**src/rtl/sv_uart_rx_ext.sv**
```systemverilog
// UART receiver with runtime parity/stop selection, majority-vote sampling and per-frame error flags.
// Define SV_UART_RX_FIFO_EN to replace the single output register with a FWFT output FIFO.
module sv_uart_rx_ext #(
    parameter int DATA_WIDTH  = 8,
    parameter int SYNC_STAGES = 3,
    parameter int FILTER_LEN  = 4,
    parameter int FIFO_DEPTH  = 16
) (
    input  logic                  iclk,
    input  logic                  irst,
    input  logic                  irx,
    input  logic [15:0]           idivider,
    input  logic [1:0]            iparity,
    input  logic                  istop2,
    output logic [DATA_WIDTH-1:0] m_axis_tdata,
    output logic [2:0]            m_axis_tuser,
    output logic                  m_axis_tvalid,
    input  logic                  m_axis_tready,
    output logic                  ooverrun,
    output logic                  obusy
);
    localparam int FW       = $clog2(FILTER_LEN + 1);
    localparam int BW       = $clog2(DATA_WIDTH);
    localparam int ARM_WAIT = SYNC_STAGES + FILTER_LEN;
    localparam int AMW      = $clog2(ARM_WAIT + 1);
    localparam int WW       = DATA_WIDTH + 3;

    if (DATA_WIDTH < 5 || DATA_WIDTH > 9 || SYNC_STAGES < 2 || FILTER_LEN < 1 || FIFO_DEPTH < 2) begin : g_bad_param
        $error("sv_uart_rx_ext: illegal parameter value");
    end

    typedef enum logic [2:0] {S_ARM, S_IDLE, S_START, S_DATA, S_PARITY, S_STOP} state_t;
    state_t state_reg, state_next;

    // Line synchroniser, reset to the idle level
    logic [SYNC_STAGES-1:0] sync_reg;
    genvar gi;
    for (gi = 0; gi < SYNC_STAGES; gi++) begin : g_sync
        if (gi == 0) begin : g_first
            always_ff @(posedge iclk) begin
                if (irst) sync_reg[gi] <= 1'b1;
                else      sync_reg[gi] <= irx;
            end
        end else begin : g_rest
            always_ff @(posedge iclk) begin
                if (irst) sync_reg[gi] <= 1'b1;
                else      sync_reg[gi] <= sync_reg[gi-1];
            end
        end
    end

    logic rx_sync;
    assign rx_sync = sync_reg[SYNC_STAGES-1];

    logic          rxf_reg, rxf_d_reg;
    logic [FW-1:0] flt_cnt_reg;

    always_ff @(posedge iclk) begin
        if (irst) begin
            rxf_reg     <= 1'b1;
            rxf_d_reg   <= 1'b1;
            flt_cnt_reg <= '0;
        end else begin
            rxf_d_reg <= rxf_reg;
            if (rx_sync == rxf_reg) begin
                flt_cnt_reg <= '0;
            end else if (flt_cnt_reg == FW'(FILTER_LEN - 1)) begin
                rxf_reg     <= rx_sync;
                flt_cnt_reg <= '0;
            end else begin
                flt_cnt_reg <= flt_cnt_reg + FW'(1);
            end
        end
    end

    logic [15:0]           div_l_reg, cnt_reg;
    logic [1:0]            par_l_reg;
    logic                  stop2_l_reg, stop_idx_reg;
    logic [BW-1:0]         bit_idx_reg;
    logic [DATA_WIDTH-1:0] shreg_reg, out_data_reg;
    logic [2:0]            out_user_reg;
    logic                  s_a_reg, s_b_reg;
    logic                  par_err_reg, frm_err_reg, all_zero_reg, done_reg;
    logic [AMW-1:0]        arm_cnt_reg;

    logic [15:0] half, h_m1, h_p1, d_m1;
    logic        at_lo, at_mid, at_hi, at_end;
    logic        maj, brk, start_edge, par_en, bit_last, stop_last, arm_done, par_calc;

    assign half       = div_l_reg >> 1;
    assign h_m1       = half - 16'd1;
    assign h_p1       = half + 16'd1;
    assign d_m1       = div_l_reg - 16'd1;
    assign at_lo      = (cnt_reg == h_m1);
    assign at_mid     = (cnt_reg == half);
    assign at_hi      = (cnt_reg == h_p1);
    assign at_end     = (cnt_reg == d_m1);
    // Third vote is the live filtered level at cnt = h+1
    assign maj        = (s_a_reg & s_b_reg) | (s_a_reg & rxf_reg) | (s_b_reg & rxf_reg);
    assign brk        = all_zero_reg & ~maj;
    assign start_edge = rxf_d_reg & ~rxf_reg;
    assign par_en     = (par_l_reg == 2'b01) || (par_l_reg == 2'b10);
    assign par_calc   = (^shreg_reg) ^ (par_l_reg == 2'b10);
    assign bit_last   = (bit_idx_reg == BW'(DATA_WIDTH - 1));
    assign stop_last  = (stop_idx_reg == stop2_l_reg);
    assign arm_done   = (arm_cnt_reg == AMW'(ARM_WAIT));

    always_ff @(posedge iclk) begin
        if (irst) state_reg <= S_ARM;
        else      state_reg <= state_next;
    end

    always_comb begin
        state_next = state_reg;
        case (state_reg)
            S_ARM:    if (arm_done) state_next = S_IDLE;
            S_IDLE:   if (start_edge) state_next = S_START;
            S_START: begin
                if (at_hi && maj)  state_next = S_IDLE;
                else if (at_end)   state_next = S_DATA;
            end
            S_DATA:   if (at_end && bit_last) state_next = par_en ? S_PARITY : S_STOP;
            S_PARITY: if (at_end) state_next = S_STOP;
            S_STOP:   if (at_hi && stop_last) state_next = brk ? S_ARM : S_IDLE;
            default:  state_next = S_ARM;
        endcase
    end

    always_comb begin
        obusy = 1'b1;
        if (state_reg == S_ARM || state_reg == S_IDLE) obusy = 1'b0;
    end

    always_ff @(posedge iclk) begin
        if (irst) begin
            div_l_reg    <= 16'd4;
            par_l_reg    <= 2'b00;
            stop2_l_reg  <= 1'b0;
            cnt_reg      <= '0;
            bit_idx_reg  <= '0;
            stop_idx_reg <= 1'b0;
            shreg_reg    <= '0;
            s_a_reg      <= 1'b1;
            s_b_reg      <= 1'b1;
            par_err_reg  <= 1'b0;
            frm_err_reg  <= 1'b0;
            all_zero_reg <= 1'b1;
            done_reg     <= 1'b0;
            out_data_reg <= '0;
            out_user_reg <= '0;
            arm_cnt_reg  <= '0;
        end else begin
            done_reg <= 1'b0;
            // ARM also waits for the synchroniser/filter pipeline to show a settled high line
            if (state_reg == S_ARM && rxf_reg && rx_sync) begin
                if (!arm_done) arm_cnt_reg <= arm_cnt_reg + AMW'(1);
            end else begin
                arm_cnt_reg <= '0;
            end

            if (state_reg == S_IDLE) begin
                if (start_edge) begin
                    cnt_reg      <= '0;
                    div_l_reg    <= (idivider < 16'd4) ? 16'd4 : idivider;
                    par_l_reg    <= iparity;
                    stop2_l_reg  <= istop2;
                    bit_idx_reg  <= '0;
                    stop_idx_reg <= 1'b0;
                    par_err_reg  <= 1'b0;
                    frm_err_reg  <= 1'b0;
                    all_zero_reg <= 1'b1;
                end
            end else if (state_reg != S_ARM) begin
                cnt_reg <= at_end ? 16'd0 : cnt_reg + 16'd1;
                if (at_lo)  s_a_reg <= rxf_reg;
                if (at_mid) s_b_reg <= rxf_reg;
                if (at_hi && maj && state_reg != S_START) all_zero_reg <= 1'b0;
                case (state_reg)
                    S_DATA: begin
                        if (at_hi)  shreg_reg   <= {maj, shreg_reg[DATA_WIDTH-1:1]};
                        if (at_end) bit_idx_reg <= bit_idx_reg + BW'(1);
                    end
                    S_PARITY: begin
                        if (at_hi) par_err_reg <= maj ^ par_calc;
                    end
                    S_STOP: begin
                        if (at_hi) begin
                            if (!maj) frm_err_reg <= 1'b1;
                            if (stop_last) begin
                                done_reg     <= 1'b1;
                                out_data_reg <= brk ? '0 : shreg_reg;
                                out_user_reg <= brk ? 3'b110 : {1'b0, frm_err_reg | ~maj, par_err_reg};
                            end
                        end
                        if (at_end) stop_idx_reg <= 1'b1;
                    end
                    default: ;
                endcase
            end
        end
    end

    logic [WW-1:0] push_word;
    assign push_word = {out_user_reg, out_data_reg};

`ifdef SV_UART_RX_FIFO_EN
    localparam int AW = $clog2(FIFO_DEPTH);

    logic [WW-1:0] mem [FIFO_DEPTH];
    logic [WW-1:0] head_reg;
    logic [AW-1:0] wr_ptr_reg, rd_ptr_reg, rd_next;
    logic [AW:0]   count_reg;
    logic          ovr_reg, pop, full, push_ok;

    assign pop     = (count_reg != '0) && m_axis_tready;
    assign full    = (count_reg == (AW+1)'(FIFO_DEPTH));
    assign push_ok = done_reg && (!full || pop);
    assign rd_next = pop ? rd_ptr_reg + AW'(1) : rd_ptr_reg;

    always_ff @(posedge iclk) begin
        if (push_ok) mem[wr_ptr_reg] <= push_word;
    end

    // Head register reads ahead at the next read address; bypass covers a write landing there
    always_ff @(posedge iclk) begin
        if (irst) begin
            wr_ptr_reg <= '0;
            rd_ptr_reg <= '0;
            count_reg  <= '0;
            head_reg   <= '0;
            ovr_reg    <= 1'b0;
        end else begin
            ovr_reg    <= done_reg && !push_ok;
            rd_ptr_reg <= rd_next;
            if (push_ok) wr_ptr_reg <= wr_ptr_reg + AW'(1);
            case ({push_ok, pop})
                2'b10:   count_reg <= count_reg + (AW+1)'(1);
                2'b01:   count_reg <= count_reg - (AW+1)'(1);
                default: count_reg <= count_reg;
            endcase
            head_reg <= (push_ok && wr_ptr_reg == rd_next) ? push_word : mem[rd_next];
        end
    end

    assign m_axis_tvalid = (count_reg != '0);
    assign m_axis_tdata  = head_reg[DATA_WIDTH-1:0];
    assign m_axis_tuser  = head_reg[WW-1:DATA_WIDTH];
    assign ooverrun      = ovr_reg;
`else
    logic                  tvalid_reg, ovr_reg;
    logic [DATA_WIDTH-1:0] tdata_reg;
    logic [2:0]            tuser_reg;

    always_ff @(posedge iclk) begin
        if (irst) begin
            tvalid_reg <= 1'b0;
            tdata_reg  <= '0;
            tuser_reg  <= '0;
            ovr_reg    <= 1'b0;
        end else begin
            ovr_reg <= 1'b0;
            if (done_reg) begin
                if (tvalid_reg && !m_axis_tready) begin
                    ovr_reg <= 1'b1;
                end else begin
                    tvalid_reg <= 1'b1;
                    tdata_reg  <= out_data_reg;
                    tuser_reg  <= out_user_reg;
                end
            end else if (tvalid_reg && m_axis_tready) begin
                tvalid_reg <= 1'b0;
            end
        end
    end

    assign m_axis_tvalid = tvalid_reg;
    assign m_axis_tdata  = tdata_reg;
    assign m_axis_tuser  = tuser_reg;
    assign ooverrun      = ovr_reg;
`endif

endmodule

```
**config.mk**
```make
export PLATFORM = sky130hd
export DESIGN_NAME = sv_uart_rx_ext
export DESIGN_NICKNAME = d
export VERILOG_FILES = /design/src/rtl/sv_uart_rx_ext.sv
export SDC_FILE = /design/constraint.sdc
export NUM_CORES = 1
export LEC_CHECK = 0
export CAP_MARGIN = 10
export CORE_MARGIN = 2
export CORE_UTILIZATION = 64
export CTS_BUF_LIST = sky130_fd_sc_hd__clkbuf_16
export DETAILED_ROUTE_END_ITERATION = 10
export PLACE_DENSITY = 0.95
export SYNTH_ARGS = -nofsm -noshare
export SYNTH_HDL_FRONTEND = slang
export SYNTH_SLANG_ARGS = --single-unit
```
**constraint.sdc**
```tcl
create_clock -name iclk -period 4.5 [get_ports iclk]
set_clock_uncertainty 0.05 [all_clocks]
set_input_delay 0.675 -clock iclk [delete_from_list [all_inputs] [get_ports iclk]]
set_output_delay 0.675 -clock iclk [all_outputs]
set_load 0.01 [all_outputs]
```
==> flow_metrics.env, run 1 <==
export IMPL_rrSetupSlack_ns=0.86
export IMPL_cts_root_buf="clkbuf_16"
export IMPL_ant_nets=0
export IMPL_yosys_warnings=0
export IMPL_drt_iter0_drc=530
export IMPL_hold_depth=1
export IMPL_cts_tree="yes"
export IMPL_start_util_pct=65.7
export IMPL_synth_xor_area_share_pct=11.9
export IMPL_vdd_drop_max_v=0.000192
export IMPL_mappedNetlistNets=698
export IMPL_setup_viol=0
export IMPL_critPathBufInv=0
export IMPL_combPwrFrac_pct=3.0
export IMPL_drc=0
export IMPL_yosysSeqAreaShare_pct=33.9
export IMPL_yosysUniqueCellTypes=61
export IMPL_crit_fanout=11
export IMPL_async_flop_share_pct=0
export IMPL_synth_ff_type="dfxtp_1"
export IMPL_postSynthCellCount=664
export IMPL_ys_ff_latch=91
export IMPL_clk_latency_ns=0.35
export IMPL_antennaDiodeCount=0
export IMPL_period_minus_slack_ns=3.64
export IMPL_cp_slowest_cell="dfxtp_1"
export IMPL_synth_commonest_cells="91 x dfxtp_1, 76 x nor2_1, 71 x nand2_1"
export IMPL_synth_compound_area_share_pct=13.2
export IMPL_min_from="sync_reg[0]"
export IMPL_p_clk_share_pct=46.2
export IMPL_avgSynthCellArea_sq_um=8.09
export IMPL_powerDensity_nw_per_um2=270
export IMPL_drv_slew=0
export IMPL_max_freq_mhz=275
export IMPL_cp_num_cells=9
export IMPL_fp_row_count=33
export IMPL_layout_cells_non_filler=773
export IMPL_synth_top_cell_area_share_pct=33.9
export IMPL_wl_um=14200
export IMPL_synth_cell_area_sq_um=5370
export IMPL_slew_headroom_pct=40.1
export IMPL_hpwl_um=10300
export IMPL_min_period_over_period_pct=80.8
export IMPL_path_clk_slew_ns=0.07
export IMPL_slowest_delay_ns=0.57
export IMPL_crit_required_ns=4.67
export IMPL_synth_top_family_by_area="simple AND/OR/NAND/NOR gates"
export IMPL_muxShareOfSynthArea_pct=5.78
export IMPL_synth_edf_count=0
export IMPL_crit_path_start_kind="flip-flop"
export IMPL_tightest_slew_ns=0.895
export IMPL_p_int_mw=1.22
export IMPL_grtUsageTotal_pct=31.6
export IMPL_seqPwrFrac_pct=50.8
export IMPL_io_pins=37
export IMPL_cp_cell_sequence="ha_1, and4_1, a41oi_1, a2111oi_2, nand4_1, nor4_4, and3_1, mux2i_1, nor2_1"
export IMPL_viasPerCell=6.46
export IMPL_die_h_um=95.6
export IMPL_p_sw_share_pct=23.6
export IMPL_routedWlPerCell_um=18.4
export IMPL_grt_pass1_wl_um=22500
export IMPL_nFillCells=596
export IMPL_drive_gt1_share_pct=5.84
export IMPL_vias=4996
export IMPL_reg2reg_from="div_l_reg[2]"
export IMPL_synth_most_common_cell="dfxtp_1"
export IMPL_die_x_um=95.6
export IMPL_synth_largest_area_cell="dfxtp_1"
export IMPL_worstPathArrival_ns=3.80
export IMPL_die_area_sq_um=9140
export IMPL_grt_max_degree=36
export IMPL_worstSetupPathType="reg -> reg"
export IMPL_synth_simple_area_share_pct=26.6
export IMPL_numClockSinks=91
export IMPL_hold_path_class="reg -> reg"
export IMPL_crit_family="simple AND/OR/NAND/NOR gates"
export IMPL_gp_congestion=0.994
export IMPL_leakage_nw=2.16
export IMPL_whs_ns=0.373
export IMPL_p_sw_mw=0.379
export IMPL_clk_path_buf_depth=2
export IMPL_timing_final_hold_violations=0
export IMPL_rsz0062_at_grt="no"
export IMPL_drv_cap=0
export IMPL_antenna_found_initial=0
export IMPL_drt_pass1_iterations=6
export IMPL_grt_remaining_overflow=0
export IMPL_min_to="sync_reg[1]"
export IMPL_placedCellCount=757
export IMPL_post_cts_resized=0
export IMPL_reg2regPathDepth=9
export IMPL_htree_levels=3
export IMPL_portBuffers=36
export IMPL_crit_path_end_kind="flip-flop"
export IMPL_grt_pass1_vias=4703
export IMPL_setup_tns_ns=0
export IMPL_cts_buffers=9
export IMPL_timing_rr_end="shreg_reg[7]"
export IMPL_coreArea_sq_um=8180
export IMPL_synth_area_leaders="dfxtp_1 34%, xnor2_1 7.5%, mux2i_1 5.8%"
export IMPL_status="complete, no violations"
export IMPL_synthToLayoutAreaGrowth_pct=10.5
export IMPL_cts_hold_buffers=0
export IMPL_nNetsFinal=697
export IMPL_synth_adder_area_share_pct=2.75
export IMPL_cts_setup_buffers=0
==> layer usage <==
metal / vias up / wire (um) / GRT usage [%]
li1: 2303 / - / -
met4: 0 / 582 / 14.9
met2: 298 / 6480 / 49.4
met3: 61 / 1380 / 6.88
met1: 2334 / 5750 / 41.4
met5: - / 0 / 0
==> how the worst max path moves through the flow <==
| stage | startpoint | end | slack, ns |
|---|---|---|---|
| 4_1_cts | div_l_reg[2] | shreg_reg[7] | 0.95 |
| 3_5_place_dp | div_l_reg[2] | shreg_reg[3] | 1.03 |
| 3_3_place_gp | div_l_reg[2] | shreg_reg[6] | 1.14 |
| 6_report | div_l_reg[2] | shreg_reg[7] | 0.86 |
| 5_1_grt | div_l_reg[2] | shreg_reg[7] | 0.70 |
| 2_1_floorplan | div_l_reg[2] | state_reg[0] | 1.58 |
==> cells in the final DEF (no fill, tap or decap), types with 3 or more instances in the layout <==
master           synthesis  routed
a21oi_1                 44      44
o211ai_1                 4       4
a211oi_1                 4       4
nor4_1                  12      12
nand4b_1                 6       6
mux2i_1                 31      31
clkbuf_16                0       9
o22ai_1                  3       3
xor2_1                  23      23
or2_2                    4       4
inv_1                   20      20
buf_4                    6       4
o21ai_0                 11      10
nor4b_1                  4       4
nand2_1                 71      71
xnor2_1                 46      46
and4_1                   5       5
nor2_1                  76      76
ha_1                    11      11
and3_1                   7       7
a41oi_1                  3       3
nand2b_1                13      13
inv_8                    0       3
nand4_1                 12      12
a31oi_1                  7       7
nor2b_1                  3       3
nor3_1                  17      17
nand3_1                 31      31
or3_1                    4       4
and2_1                   5       5
dfxtp_1                 91      91
nor3b_1                  3       3
clkdlybuf4s50_1          0      35
a22o_1                   6       6
==> area by class of cell <==
| type | count | area [sq um] | area share (%) |
|---|---|---|---|
| Sequential cell | 91 | 1820 | 30.7 |
| Inverter | 20 | 75.1 | 1.26 |
| Tap cell | 105 | 131 | 2.21 |
| Timing Repair Buffer | 40 | 385 | 6.49 |
| Clock buffer | 9 | 225 | 3.79 |
| Clock inverter | 7 | 66.3 | 1.12 |
| Multi-Input combinational cell | 501 | 3230 | 54.4 |
==> cell families after synthesis <==
| group | after synthesis |
|---|---|
| flip-flops | 91 |
| adder cells (fa/ha/maj) | 12 |
| buffers and inverters | 72 |
| multiplexers | 31 |
| AND/OR/NAND/NOR | 282 |
| AO/OA/AOI/OAI | 105 |
| XOR/XNOR | 71 |
==> metrics by stage <==
step           total power, mW  worst slack (ns)  util (%)  area, sq um
2_1_floorplan            0.853              1.58         -         5370
3_5_place_dp             0.880              1.03      69.0         5640
3_3_place_gp             0.878              1.14      69.0         5640
4_1_cts                   1.61             0.952      72.6         5940
5_1_grt                   1.64             0.701      72.6         5940
6_report                  1.60             0.864      72.6         5940
==> power by group through the flow <==
stage	clock network, mW	registers, mW	logic, mW
finish	0.740	0.813	0.0482
CTS	0.744	0.813	0.0481
floorplan	0	0.831	0.0221
detailed placement	0	0.832	0.0481
global placement	0	0.831	0.0463
global route	0.777	0.814	0.0524
No activity file was read; power rests on OpenSTA's default activity.
==> run 2: changes to the inputs <==
Settings changed: CORE_UTILIZATION 64 to 54, PLACE_DENSITY 0.95 to 0.87.
Clock period 4.5 ns to 3.3 ns, I/O delays scaled along.
==> run 2 against run 1 <==
Largest power group unchanged. Flip-flop and latch count is the same. Highest routed layer unchanged. Hold slack lost 0.011 ns. Via count shrank 5.7%. Critical path type unchanged.
==> flow_metrics.env, run 2 (synthesis gave the netlist of run 1 again) <==
export IMPL_crit_fanout=9
export IMPL_fp_row_count=36
export IMPL_drv_slew=0
export IMPL_cp_cell_sequence="inv_1, ha_1, nor2b_1, nand4b_1, nor4b_1, a211oi_1, o22ai_1, a41oi_1, a21oi_2, mux2i_1, a21oi_1"
export IMPL_vias=4712
export IMPL_grtUsageTotal_pct=25.5
export IMPL_powerDensity_nw_per_um2=361
export IMPL_viasPerCell=5.76
export IMPL_max_freq_mhz=326
export IMPL_die_area_sq_um=10800
export IMPL_gp_congestion=1.04
export IMPL_worstPathArrival_ns=3.24
export IMPL_crit_path_end_kind="flip-flop"
export IMPL_cts_buffers=9
export IMPL_hold_path_class="reg -> reg"
export IMPL_period_minus_slack_ns=3.07
export IMPL_io_pins=37
export IMPL_synthToLayoutAreaGrowth_pct=14.0
export IMPL_crit_path_start_kind="flip-flop"
export IMPL_clk_latency_ns=0.34
export IMPL_wl_um=13700
export IMPL_hpwl_um=10200
export IMPL_clk_path_buf_depth=2
export IMPL_min_period_over_period_pct=93.1
export IMPL_path_clk_slew_ns=0.07
export IMPL_rsz0062_at_grt="no"
export IMPL_vdd_drop_max_v=0.000341
export IMPL_drive_gt1_share_pct=8.61
export IMPL_cts_root_buf="clkbuf_16"
export IMPL_timing_final_hold_violations=0
export IMPL_nNetsFinal=714
export IMPL_grt_max_degree=49
export IMPL_antennaDiodeCount=0
export IMPL_drt_iter0_drc=249
export IMPL_drt_pass1_iterations=5
export IMPL_tightest_slew_ns=0.789
export IMPL_die_x_um=104
export IMPL_start_util_pct=55.2
export IMPL_grt_pass1_vias=4599
export IMPL_crit_required_ns=3.47
export IMPL_cp_slowest_cell="dfxtp_2"
export IMPL_grt_remaining_overflow=0
export IMPL_grt_pass1_wl_um=22500
export IMPL_cts_tree="yes"
export IMPL_slew_headroom_pct=46.9
export IMPL_status="complete, no violations"
export IMPL_cts_hold_buffers=0
export IMPL_numClockSinks=91
export IMPL_whs_ns=0.362
export IMPL_htree_levels=3
export IMPL_leakage_nw=2.27
export IMPL_mostFrequentLayoutCell="dfxtp_1"
export IMPL_portBuffers=36
export IMPL_setup_viol=0
export IMPL_slowest_delay_ns=0.37
export IMPL_antenna_found_initial=0
export IMPL_drc=0
export IMPL_setup_tns_ns=0
export IMPL_die_h_um=104
export IMPL_worstSetupPathType="reg -> reg"
export IMPL_routedWlPerCell_um=16.8
export IMPL_coreArea_sq_um=9730
export IMPL_final_cell_mix="89 x dfxtp_1, 76 x nor2_1, 71 x nand2_1"
export IMPL_ant_nets=0
export IMPL_drv_cap=0
-- run 2: cell types whose count changed in the layout (fill, tap and decap cells not counted) --
| cell | before | now |
|---|---|---|
| buf_4 | 4 | 21 |
| clkinvlp_4 | 2 | 0 |
| clkinv_8 | 0 | 2 |
| dfxtp_1 | 91 | 89 |
| clkinv_4 | 1 | 2 |
| inv_6 | 1 | 0 |
| dfxtp_2 | 0 | 2 |
| nor4b_1 | 4 | 3 |
| nor4b_2 | 0 | 1 |
-- run 2: layer usage --
metal	routed length, um	GRT usage (%)	vias up	part of all wire, %
met5	0	0	-	0
met3	688	5.16	30	5.0
met2	6990	45.9	144	51
li1	-	-	2336	-
met1	5670	29.6	2202	41
met4	353	10.4	0	2.6
-- run 2: power breakdown --
part	switching, mW	internal (mW)
clock	0.492	0.542
sequential	0.00433	1.10
combinational	0.0351	0.0334
total	0.531	1.68
-- run 2: final timing paths --
path	cells past startpoint	from	slack (ns)	end
worst max-delay path	11	div_l_reg[1]	0.23	state_reg[0]
worst min-delay path	1	sync_reg[1]	0.36	rx_sync
worst max register to register	11	div_l_reg[1]	0.23	state_reg[0]
worst min register to register	1	sync_reg[1]	0.36	rx_sync
-- run 2: worst max-delay path, delay by kind of cell (launching register included) --
kind,cells,cell delay [ns]
fa+ha+maj,1,0.22
flops,1,0.37
buf+inv,1,0.10
simple gates,3,0.87
compound gates,5,1.10
mux,1,0.22
-- run 2: what timing repair did --
item / 4_1_cts / 5_1_grt
gates resized for setup: 0 / 3
buffers inserted: 0 / 0
setup endpoints to repair: 0 / 30
-- run 2: area by class of cell --
cell class	count	area [sq um]
Clock buffer	9	225
Fill cell	811	3600
Sequential cell	91	1820
Timing Repair Buffer	57	513
Clock inverter	7	83.8
Inverter	20	75.1
Tap cell	133	166
Multi-Input combinational cell	501	3240
-- run 2: metrics by stage --
stage               util [%]  cells  worst slack [ns]  total power [mW]  instance area, sq um
global placement        59.7    802             0.134              1.20                  5810
finish                  63.0    818             0.229              2.21                  6120
CTS                     62.9    818            0.0397              2.22                  6120
floorplan                  -    664             0.375              1.16                  5370
global route            63.0    818            0.0342              2.28                  6120
detailed placement      59.7    802            0.0690              1.20                  5810
